--- config.mk ---
export PLATFORM = sky130hd
export DESIGN_NAME = inst_fetch
export DESIGN_NICKNAME = d
export VERILOG_FILES = /design/src/rtl/inst_fetch.sv
export SDC_FILE = /design/constraint.sdc
export NUM_CORES = 1
export LEC_CHECK = 0
export ABC_AREA = 0
export ABC_CLOCK_PERIOD_IN_PS = 3350
export CAP_MARGIN = 40
export CORE_ASPECT_RATIO = 0.75
export CORE_MARGIN = 4
export CORE_UTILIZATION = 34
export CTS_BUF_LIST = sky130_fd_sc_hd__clkbuf_16
export DETAILED_ROUTE_END_ITERATION = 16
export PLACE_DENSITY = 0.61
export SLEW_MARGIN = 10
export SYNTH_ARGS = -nofsm -noshare
export SYNTH_HDL_FRONTEND = slang
export SYNTH_SLANG_ARGS = --single-unit
export TNS_END_PERCENT = 100
--- constraint.sdc ---
create_clock -name clk -period 3.35 [get_ports clk]
set_input_delay 0.67 -clock clk [delete_from_list [all_inputs] [get_ports clk]]
set_output_delay 0.67 -clock clk [all_outputs]
set_load 0.01 [all_outputs]
--- src/rtl/inst_fetch.sv ---
// Instruction fetch unit: reads words from instruction memory into a small prefetch FIFO and delivers them on request.
// INST_FETCH_PREFETCH_EN selects a 2-deep FIFO with speculative reads; otherwise 1-deep and reads only on demand.
module inst_fetch #(
   parameter logic [31:0] RESET_PC = 32'h0000_3000
) (
   input  logic        clk,
   input  logic        rst_n,
   input  logic        Fetch_En,
   input  logic        Redirect,
   input  logic [31:0] Redirect_Addr,
   output logic        Mem_Req,
   output logic [31:0] Mem_Addr,
   input  logic        Mem_Ready,
   input  logic [31:0] Mem_Data,
   output logic        W_Enable,
   output logic [31:0] Data,
   output logic [31:0] PC,
   output logic        Busy
);

   localparam logic [1:0] IDLE = 2'd0;
   localparam logic [1:0] WAIT = 2'd1;
   localparam logic [1:0] DROP = 2'd2;

`ifdef INST_FETCH_PREFETCH_EN
   localparam logic [1:0] DEPTH = 2'd2;
`else
   localparam logic [1:0] DEPTH = 2'd1;
`endif

   logic [1:0]  state, state_nxt;
   logic [31:0] fetch_pc, fetch_pc_nxt;
   logic [31:0] drop_addr;
   logic        pending, pending_nxt;
   logic [1:0]  count, cnt_nxt;
   logic [31:0] fifo_pc   [2];
   logic [31:0] fifo_word [2];
   logic        push, pop, wr_idx, issue_ok;
   logic [31:0] redir_pc;
   logic        unused_addr_bits;

   assign unused_addr_bits = ^Redirect_Addr[1:0];
   assign redir_pc = {Redirect_Addr[31:2], 2'b00};

   always_comb begin
      push = (state == WAIT) && Mem_Ready && !Redirect;
      pop  = (Fetch_En || pending) && (count != 2'd0) && !Redirect;

      if (Redirect)
         cnt_nxt = 2'd0;
      else
         cnt_nxt = count + {1'b0, push} - {1'b0, pop};

      if (Redirect)
         pending_nxt = pending || Fetch_En;
      else if (pop)
         pending_nxt = 1'b0;
      else if (Fetch_En)
         pending_nxt = 1'b1;
      else
         pending_nxt = pending;

      if (Redirect)
         fetch_pc_nxt = redir_pc;
      else if (push)
         fetch_pc_nxt = fetch_pc + 32'd4;
      else
         fetch_pc_nxt = fetch_pc;

      wr_idx = (count == 2'd2) || ((count == 2'd1) && !pop);
   end

   // Issue decision looks at next-cycle occupancy so completions can chain back-to-back
`ifdef INST_FETCH_PREFETCH_EN
   assign issue_ok = (cnt_nxt < DEPTH);
`else
   assign issue_ok = pending_nxt && (cnt_nxt == 2'd0);
`endif

   always_comb begin
      state_nxt = state;
      case (state)
         IDLE: state_nxt = issue_ok ? WAIT : IDLE;
         WAIT: begin
            if (Mem_Ready)
               state_nxt = issue_ok ? WAIT : IDLE;
            else if (Redirect)
               state_nxt = DROP;
         end
         DROP: begin
            if (Mem_Ready)
               state_nxt = issue_ok ? WAIT : IDLE;
         end
         default: state_nxt = IDLE;
      endcase
   end

   always_ff @(posedge clk or negedge rst_n) begin
      if (!rst_n) begin
         state     <= IDLE;
         fetch_pc  <= RESET_PC;
         drop_addr <= RESET_PC;
         pending   <= 1'b0;
         count     <= 2'd0;
      end else begin
         state    <= state_nxt;
         fetch_pc <= fetch_pc_nxt;
         pending  <= pending_nxt;
         count    <= cnt_nxt;
         if ((state == WAIT) && !Mem_Ready && Redirect)
            drop_addr <= fetch_pc;
      end
   end

   // Head always lives in entry 0; a pop shifts entry 1 down before any push lands
   always_ff @(posedge clk or negedge rst_n) begin
      if (!rst_n) begin
         fifo_pc[0]   <= 32'd0;
         fifo_pc[1]   <= 32'd0;
         fifo_word[0] <= 32'd0;
         fifo_word[1] <= 32'd0;
      end else begin
         if (pop) begin
            fifo_pc[0]   <= fifo_pc[1];
            fifo_word[0] <= fifo_word[1];
         end
         if (push) begin
            fifo_pc[wr_idx]   <= fetch_pc;
            fifo_word[wr_idx] <= Mem_Data;
         end
      end
   end

   always_ff @(posedge clk or negedge rst_n) begin
      if (!rst_n) begin
         W_Enable <= 1'b0;
         Data     <= 32'd0;
         PC       <= RESET_PC;
      end else begin
         W_Enable <= pop;
         if (pop) begin
            Data <= fifo_word[0];
            PC   <= fifo_pc[0];
         end
      end
   end

   assign Mem_Req  = (state != IDLE);
   assign Mem_Addr = (state == DROP) ? drop_addr : fetch_pc;
   assign Busy     = pending;

endmodule

==> results of run 1 <==
## cell usage in the layout, fill, tap and decap left out, types with 4 or more instances in the layout
| cell | n |
|---|---|
| and3_1 | 5 |
| buf_12 | 10 |
| nor4_1 | 5 |
| buf_4 | 5 |
| inv_1 | 12 |
| nand3_1 | 7 |
| and4_1 | 4 |
| nand2_1 | 293 |
| mux2_1 | 11 |
| mux2_2 | 113 |
| o21ai_0 | 81 |
| mux2i_1 | 63 |
| and2_1 | 5 |
| xnor2_1 | 13 |
| dfstp_2 | 6 |
| xor2_1 | 18 |
| nor2_1 | 9 |
| nand4_1 | 16 |
| clkbuf_16 | 27 |
| o21ai_1 | 10 |
| dfrtp_1 | 250 |
| clkdlybuf4s50_1 | 161 |
## through the flow
stage | hold slack (ns) | total power [mW] | utilization | instance area (um^2) | worst slack [ns]
2_1_floorplan | 0.3744 | 7.172 | - | 11190 | 0.6983
3_3_place_gp | 0.4432 | 8.691 | 0.4099 | 13270 | 0.5776
3_5_place_dp | 0.4495 | 8.841 | 0.4105 | 13290 | 0.5519
4_1_cts | 0.1531 | 11.65 | 0.4348 | 14080 | 0.2144
5_1_grt | 0.1564 | 12.27 | 0.4348 | 14080 | 0.1507
6_report | 0.1266 | 11.45 | 0.4348 | 14080 | 0.2748
## final cells by class
| class | count | share of cell area |
|---|---|---|
| well taps | 442 | 0.03928 |
| inverters | 4 | 0.001066 |
| multi-input cells | 683 | 0.3154 |
| repair buffers | 178 | 0.1328 |
| clock buffers | 27 | 0.04799 |
| flip-flops and latches | 256 | 0.4555 |
| clock inverters | 18 | 0.007998 |
## layer usage
layer,track usage,part of all wire,up-vias
met4,0.02369,0.015,6
met3,0.03677,0.062,36
li1,-,-,3665
met2,0.2298,0.43,187
met5,0,0.0014,-
met1,0.2198,0.49,3821
## how the worst max path moves through the flow
stage                     depth (start not counted)                   endpoint            startpoint
after CTS                                         4                Mem_Addr[3]  state[1]$_DFFE_PN0P_
final                                             4                Mem_Addr[3]  state[1]$_DFFE_PN0P_
after detailed placement                          6  fifo_word[12]$_DFFE_PN0P_             Mem_Ready
after floorplan                                  12       state[0]$_DFFE_PN0P_              Redirect
after global routing                              4                Mem_Addr[3]  state[1]$_DFFE_PN0P_
after global placement                            6   fetch_pc[25]$_DFFE_PN0N_             Mem_Ready
## kinds of logic (layout without fill, tap and decap cells)
logic type,after synthesis,count (layout),share of synthesized area
AOI/OAI and AO/OA,97,97,0.04598
xor gates and xnor gates,31,31,0.02428
adders and majority gates,4,4,0.004251
buffers and inverters,74,227,0.03211
DFF,256,256,0.5734
muxes,187,187,0.1812
other,1,2,0.0003353
and+or+nand+nor,362,362,0.1384
## state kept, by name (all words and copies together), names as in the netlist
signal	cells
W_Enable	1
state	2
fifo_word	64
Data	32
drop_addr	30
count	2
PC	32
fetch_pc	30
Busy	1
fifo_pc	62
## where the power goes
part | switching (mW) | internal [mW] | leakage (nW)
clock network | 1.20 | 1.53 | 0.410
registers | 0.690 | 4.33 | 3.24
logic | 1.73 | 1.96 | 2.91
==> results.txt, run 1 <==
----------------------------------------------------
[Placed design]
  Port Buf Inserts ... 163
  Half-perimeter wire length after placement ... 17030 um
  Placed Cells incl. Taps ... 1563
  Final weighted congestion of routability-driven global placement ... 0.7560

[CTS]
  Resized cells post-CTS ... 0
  Total of hold buffers inserted after clock tree synthesis ... 0
  Clock tree from TritonCTS ... built
  Clock Sinks ... 256
  Maximum level of the CTS H-tree ... 1
  Setup Fix Bufs, Post-CTS ... 0
  Worst-path clk slew ... 0.06 ns
  Root buf cell ... clkbuf_16
  Source-to-sink clock delay at the later pin of the worst-skew pair ... 0.53 ns
  Number of buffers on the longest clock path ... 3
  Number of buffers created by CTS ... 27

[STA]
  Final-report setup violation count ... 0
  Final worst-path cycle share ... 0.9180
  Total Negative Setup Slacks ... 0 ns
  Unrepaired setup endpoints after global routing ... no
  Clock tree skew after final layout ... 0.009172 ns
  Worst slew pin tran ... 0.7320 ns
  Count of pins over their slew limit ... 0
  Tmin final ... 3.075 ns
  Fmax ... 325.2 MHz
  Count of final hold-check violations ... 0
  Max-slew headroom at the worst pin ... 0.5120

[Synthesis]
  Count of yosys warnings during synthesis ... 0
  Most frequent cells after synthesis ... nand2_1 (293), dfrtp_1 (250), mux2_2 (113)
  Synthesized flop and latch total ... 256
  Number of instances in the synthesized netlist ... 1012
  Post-Syn Area ... 0.01118 mm^2
  Fraction of registers with async set or reset after synthesis ... 1.000
  Count of flip-flops with a built-in enable after synthesis ... 0
  Seq/Total Area, Yosys ... 0.5734
  Primary FF master, synth ... dfrtp_1
  Unique masters post-synth ... 43
  Cell type with the largest total area after synthesis ... dfrtp_1
  Syn_area_per_cell ... 11.05 um^2
  Cell with the most instances after synthesis ... nand2_1
  Cells taking the most area after synthesis ... dfrtp_1 (56%), mux2_2 (11%), nand2_1 (9.8%), mux2i_1 (5.6%), o21ai_0 (3.6%)
  Fraction of synthesized cell area taken by the top area cell type ... 0.5593

[Floorplanning]
  Top Ports ... 168
  Die footprint ... 0.03589 mm^2
  Floorplan die height ... 165.1 um
  Initial cell density of the core ... 0.3454
  Die width ... 217.4 um
  Row count ... 57
  Area of the core ... 0.03238 mm^2

[Global route]
  Number of antenna violations at the first check in global routing ... 3
  Maximum number of pins on one net before global-route repair ... 115
  Number of global-route vias before repair ... 7728
  Congestion Overflow GR ... 0
  Wire length of the first global-routing pass ... 43330 um
  Aggregate global-route resource usage ... 0.1497

[Worst setup path]
  Crit path max-delay family ... buffers and inverters
  RR Startpoint ... fetch_pc[5]$_DFFE_PN0N_
  Buffers plus inverters on the worst setup path ... 2
  Flop2flop setup slack ... 1.22 ns
  Element type at the critical path end ... output port
  Standard cell with the maximum stage delay on the critical path ... clkdlybuf4s50_1
  CP max stage delay ... 0.49 ns
  Cells along the critical path ... nor2b_4 > buf_12 > mux2_2 > clkdlybuf4s50_1
  Req. time, crit path ... 2.68 ns
  Type of the worst setup path ... flip-flop to output port
  Logic depth of the worst register-to-register path ... 5
  Type of origin of the critical path ... flip-flop
  Capture instance of the worst register-to-register path ... fetch_pc[25]$_DFFE_PN0N_
  Highest fanout seen on the critical path ... 29
  Data arrival time at the worst-slack endpoint ... 2.41 ns

[Final layout]
  Area used by sequential logic in the layout ... 0.006414 mm^2
  Non-filler cells, final ... 1608
  Share of post-route cells with drive strength above 1 ... 0.1561
  Number of nets in the finished design ... 1222
  Fill cells ... 3105
  Layout area overhead ... 25.89%
  Footprint of the multi-input gates ... 0.004441 mm^2
  Total inserted antenna cells ... 0

[Routing]
  Final ANT Viol Nets ... 0
  Routed wire length per instance ... 16.85 um
  First-pass iteration count of the detailed router ... 5
  Routed via count ... 7715
  DRC violations left ... 0
  Mean number of vias per cell ... 4.798
  Initial detailed-routing violation count ... 528
  Routed wire length ... 27090 um

[Outcome]
  Outcome ... completed

[Power and ir drop]
  Total power per unit cell area ... 813.1 mW/mm^2
  Pleak ... 6.561 nW
  Worst IR Drop VDD ... 0.2994 mV

[Hold path]
  Hold WC Path Type ... primary input to asynchronous set/reset pin

[Flow run]
  Reported max-cap violation count ... 0

----------------------------------------------------
(Power assumes the default switching activity.)
==> run 2: changes to the inputs <==
--- a/config.mk
+++ b/config.mk
@@ -8,7 +8,6 @@
 export ABC_AREA = 0
 export ABC_CLOCK_PERIOD_IN_PS = 3350
 export CAP_MARGIN = 40
-export CORE_ASPECT_RATIO = 0.75
 export CORE_MARGIN = 4
 export CORE_UTILIZATION = 34
 export CTS_BUF_LIST = sky130_fd_sc_hd__clkbuf_16
==> constraint.sdc (replaced) <==
create_clock -name clk -period 3.35 [get_ports clk]
set_input_delay 0.67 -clock clk [delete_from_list [all_inputs] [get_ports clk]]
set_output_delay 0.67 -clock clk [all_outputs]
set_load 0.05 [all_outputs]
==> run 2 against run 1 <==
Hold slack better by 0.064 ns. Cell count is 0.56% higher. Setup slack got worse by 0.035 ns. Clock-buffer cell count increased by 2. Core utilization is essentially flat. Highest routed layer unchanged. Wire length decreased by 1.7%. Via count increased by 0.13%.
==> results.txt, run 2 (same netlist as run 1, synthesis figures left out) <==
----------------------------------------------------
[Floorplanning]
  Initial cell density of the core ... 0.3446 (-0.0007990)
  Top Ports ... 168 (unchanged)
  Row count ... 66 (+16%)
  Area of the core ... 0.03245 mm^2 (+0.23%)
  Floorplan die height ... 189.4 um (+15%)
  Die width ... 189.4 um (-13%)
  Die footprint ... 0.03586 mm^2 (about the same)

[Worst setup path]
  Flop2flop setup slack ... 1.27 ns (+0.05 ns)
  Buffers plus inverters on the worst setup path ... 2 (unchanged)
  Element type at the critical path end ... output port
  Logic depth of the worst register-to-register path ... 5 (unchanged)
  RR Startpoint ... fetch_pc[2]$_DFFE_PN0N_
  Type of origin of the critical path ... flip-flop
  Number of cells on the critical path ... 4 (unchanged)
  Crit path max-delay family ... buffers and inverters
  Data arrival time at the worst-slack endpoint ... 2.44 ns (+0.03 ns)
  Standard cell with the maximum stage delay on the critical path ... dfrtp_1
  Cells along the critical path ... nor2b_4 > buf_4 > mux2_2 > dlygate4sd2_1
  Capture instance of the worst register-to-register path ... fetch_pc[22]$_DFFE_PN0N_
  CP max stage delay ... 0.46 ns (-0.03 ns)
  Type of the worst setup path ... flip-flop to output port
  Req. time, crit path ... 2.68 ns (about the same)
  Worst setup path endpoint ... Mem_Addr[21]
  Highest fanout seen on the critical path ... 14 (-52%)
  Startpoint of the worst setup timing path ... state[0]$_DFFE_PN0P_

[Power and ir drop]
  Pleak ... 6.658 nW (+1.5%)
  Worst IR Drop VDD ... 0.4021 mV (+34%)
  Total power per unit cell area ... 909.4 mW/mm^2 (+12%)
  PnR Total Power ... 12.85 mW (+12%)

[CTS]
  Root buf cell ... clkbuf_16
  Total of hold buffers inserted after clock tree synthesis ... 0 (unchanged)
  Number of buffers on the longest clock path ... 3 (unchanged)
  Setup Fix Bufs, Post-CTS ... 0 (unchanged)
  Maximum level of the CTS H-tree ... 1 (unchanged)
  Worst-path clk slew ... 0.06 ns (about the same)
  Clock tree from TritonCTS ... built
  Number of buffers created by CTS ... 29 (+7.4%)
  Source-to-sink clock delay at the later pin of the worst-skew pair ... 0.54 ns (about the same)
  Clock Sinks ... 256 (unchanged)

[Placed design]
  Placed Cells incl. Taps ... 1567 (+0.26%)
  Final weighted congestion of routability-driven global placement ... 0.7574 (+0.19%)
  Half-perimeter wire length after placement ... 17200 um (+0.98%)
  Cell area reported after detailed placement ... 0.01327 mm^2 (-0.13%)
  Port Buf Inserts ... 163 (unchanged)

[Final layout]
  Non-filler cells, final ... 1617 (+0.56%)
  Share of post-route cells with drive strength above 1 ... 0.1626 (+0.006464)
  Area used by sequential logic in the layout ... 0.006414 mm^2 (unchanged)
  Total inserted antenna cells ... 0 (unchanged)
  Register with the most flip-flops ... fifo_word
  Fill cells ... 3084 (-0.68%)
  Most common cell after layout, fill and taps aside ... nand2_1
  Footprint of the multi-input gates ... 0.004441 mm^2 (unchanged)
  Number of flip-flops in the largest register ... 64 (unchanged)
  Largest registers in the final layout ... fifo_word: 64 flops, fifo_pc: 62 flops
  Final cell area excluding filler cells ... 0.01413 mm^2 (+0.33%)
  Number of nets in the finished design ... 1228 (+0.49%)
  Layout area overhead ... 26.30%
  Leading cell types in the layout, fill and taps excluded ... nand2_1 (293), dfrtp_1 (250), clkdlybuf4s50_1 (138), mux2_2 (113), o21ai_0 (81)

[Routing]
  First-pass iteration count of the detailed router ... 4 (-1)
  Mean number of vias per cell ... 4.777 (-0.43%)
  Initial detailed-routing violation count ... 381 (-28%)
  Final ANT Viol Nets ... 0 (unchanged)
  Routed wire length per instance ... 16.47 um (-2.2%)
  DRC violations left ... 0 (unchanged)
  Routed wire length ... 26630 um (-1.7%)
  Routed via count ... 7725 (+0.13%)

[Global route]
  Aggregate global-route resource usage ... 0.1485 (-0.001165)
  Number of global-route vias before repair ... 7813 (+1.1%)
  Wire length of the first global-routing pass ... 43530 um (+0.45%)
  Number of antenna violations at the first check in global routing ... 1 (-2)
  Congestion Overflow GR ... 0 (unchanged)
  Maximum number of pins on one net before global-route repair ... 101 (-12%)

[STA]
  Post-route worst hold slack ... 0.1902 ns (+0.06359 ns)
  Worst slew pin tran ... 0.7801 ns (+0.04814 ns)
  Count of final hold-check violations ... 0 (unchanged)
  Count of pins over their slew limit ... 0 (unchanged)
  Max-slew headroom at the worst pin ... 0.4799 (-0.03209)
  Final worst-path cycle share ... 0.9285 (+0.01052)
  Unrepaired setup endpoints after global routing ... no
  Tmin final ... 3.110 ns (+0.03526 ns)
  Clock tree skew after final layout ... 0.006684 ns (-0.002489 ns)
  Total Negative Setup Slacks ... 0 ns (unchanged)
  Fmax ... 321.5 MHz (-1.1%)
  Final-report setup violation count ... 0 (unchanged)

[Flow run]
  Reported max-cap violation count ... 0 (unchanged)

[Outcome]
  Outcome ... completed

[Hold path]
  Hold WC Path Type ... primary input to asynchronous set/reset pin

----------------------------------------------------
[run 2: cell count changes in the layout (fill, tap and decap cells not counted), sizes merged, moves of 6 or more]
cell and change:
dlygate4sd2 +21, buf +6, clkdlybuf4s50 -23, clkinv +6
[run 2: timing repair]
item | CTS | global route
endpoints found under the hold margin | 0 | 0
gates resized for setup | 21 | 0
setup endpoints to repair | 21 | 0
[run 2: worst min-delay path by stage]
stage                     startpoint                      to  slack, ns  depth (start not counted)
2_1_floorplan                  rst_n          Busy$_DFF_PN0_       0.37                          0
3_3_place_gp   fifo_pc[33]$_DFF_PN0_       PC[1]$_DFFE_PN0N_       0.44                          2
3_5_place_dp   fifo_pc[32]$_DFF_PN0_       PC[0]$_DFFE_PN0N_       0.44                          2
4_1_cts                        rst_n      PC[11]$_DFFE_PN0N_       0.20                          1
5_1_grt                        rst_n  fifo_pc[9]$_DFFE_PN0P_       0.24                          1
6_report                       rst_n  fifo_pc[9]$_DFFE_PN0P_       0.19                          1
[run 2: layout make-up]
class / count / area share
sequential: 256 / 0.4540
multi-input combinational: 683 / 0.3144
timing repair buffer: 182 / 0.1292
clock buffer: 29 / 0.05137
tap: 442 / 0.03915
clock inverter: 21 / 0.01081
inverter: 4 / 0.001063
[run 2: worst register-to-register path: stages, from the launching register on]
cell and delay (ns):
dfrtp_1 0.51, ha_1 0.38, nand4_1 0.37, nor4_1 0.34
xor2_1 0.11, mux2_2 0.26
[run 2: report_power, final]
group	switching [mW]	internal [mW]	leakage (nW)
registers	0.693	4.34	3.24
logic	2.95	1.91	2.96
clock network	1.24	1.71	0.453
[run 2: per-layer routing]
layer	track usage	up-vias	share of wire
li1	-	3686	-
met1	0.2092	3835	0.46
met2	0.2394	156	0.46
met3	0.02987	46	0.054
met4	0.03200	2	0.018
met5	0	-	0.00038
[run 2: stage by stage]
stage | utilization | setup slack (ns)
finish | 0.4353 | 0.2395
global route | 0.4353 | 0.1050
CTS | 0.4353 | 0.1918
detailed placement | 0.4090 | 0.5066
global placement | 0.4082 | 0.5167
floorplan | - | 0.6788
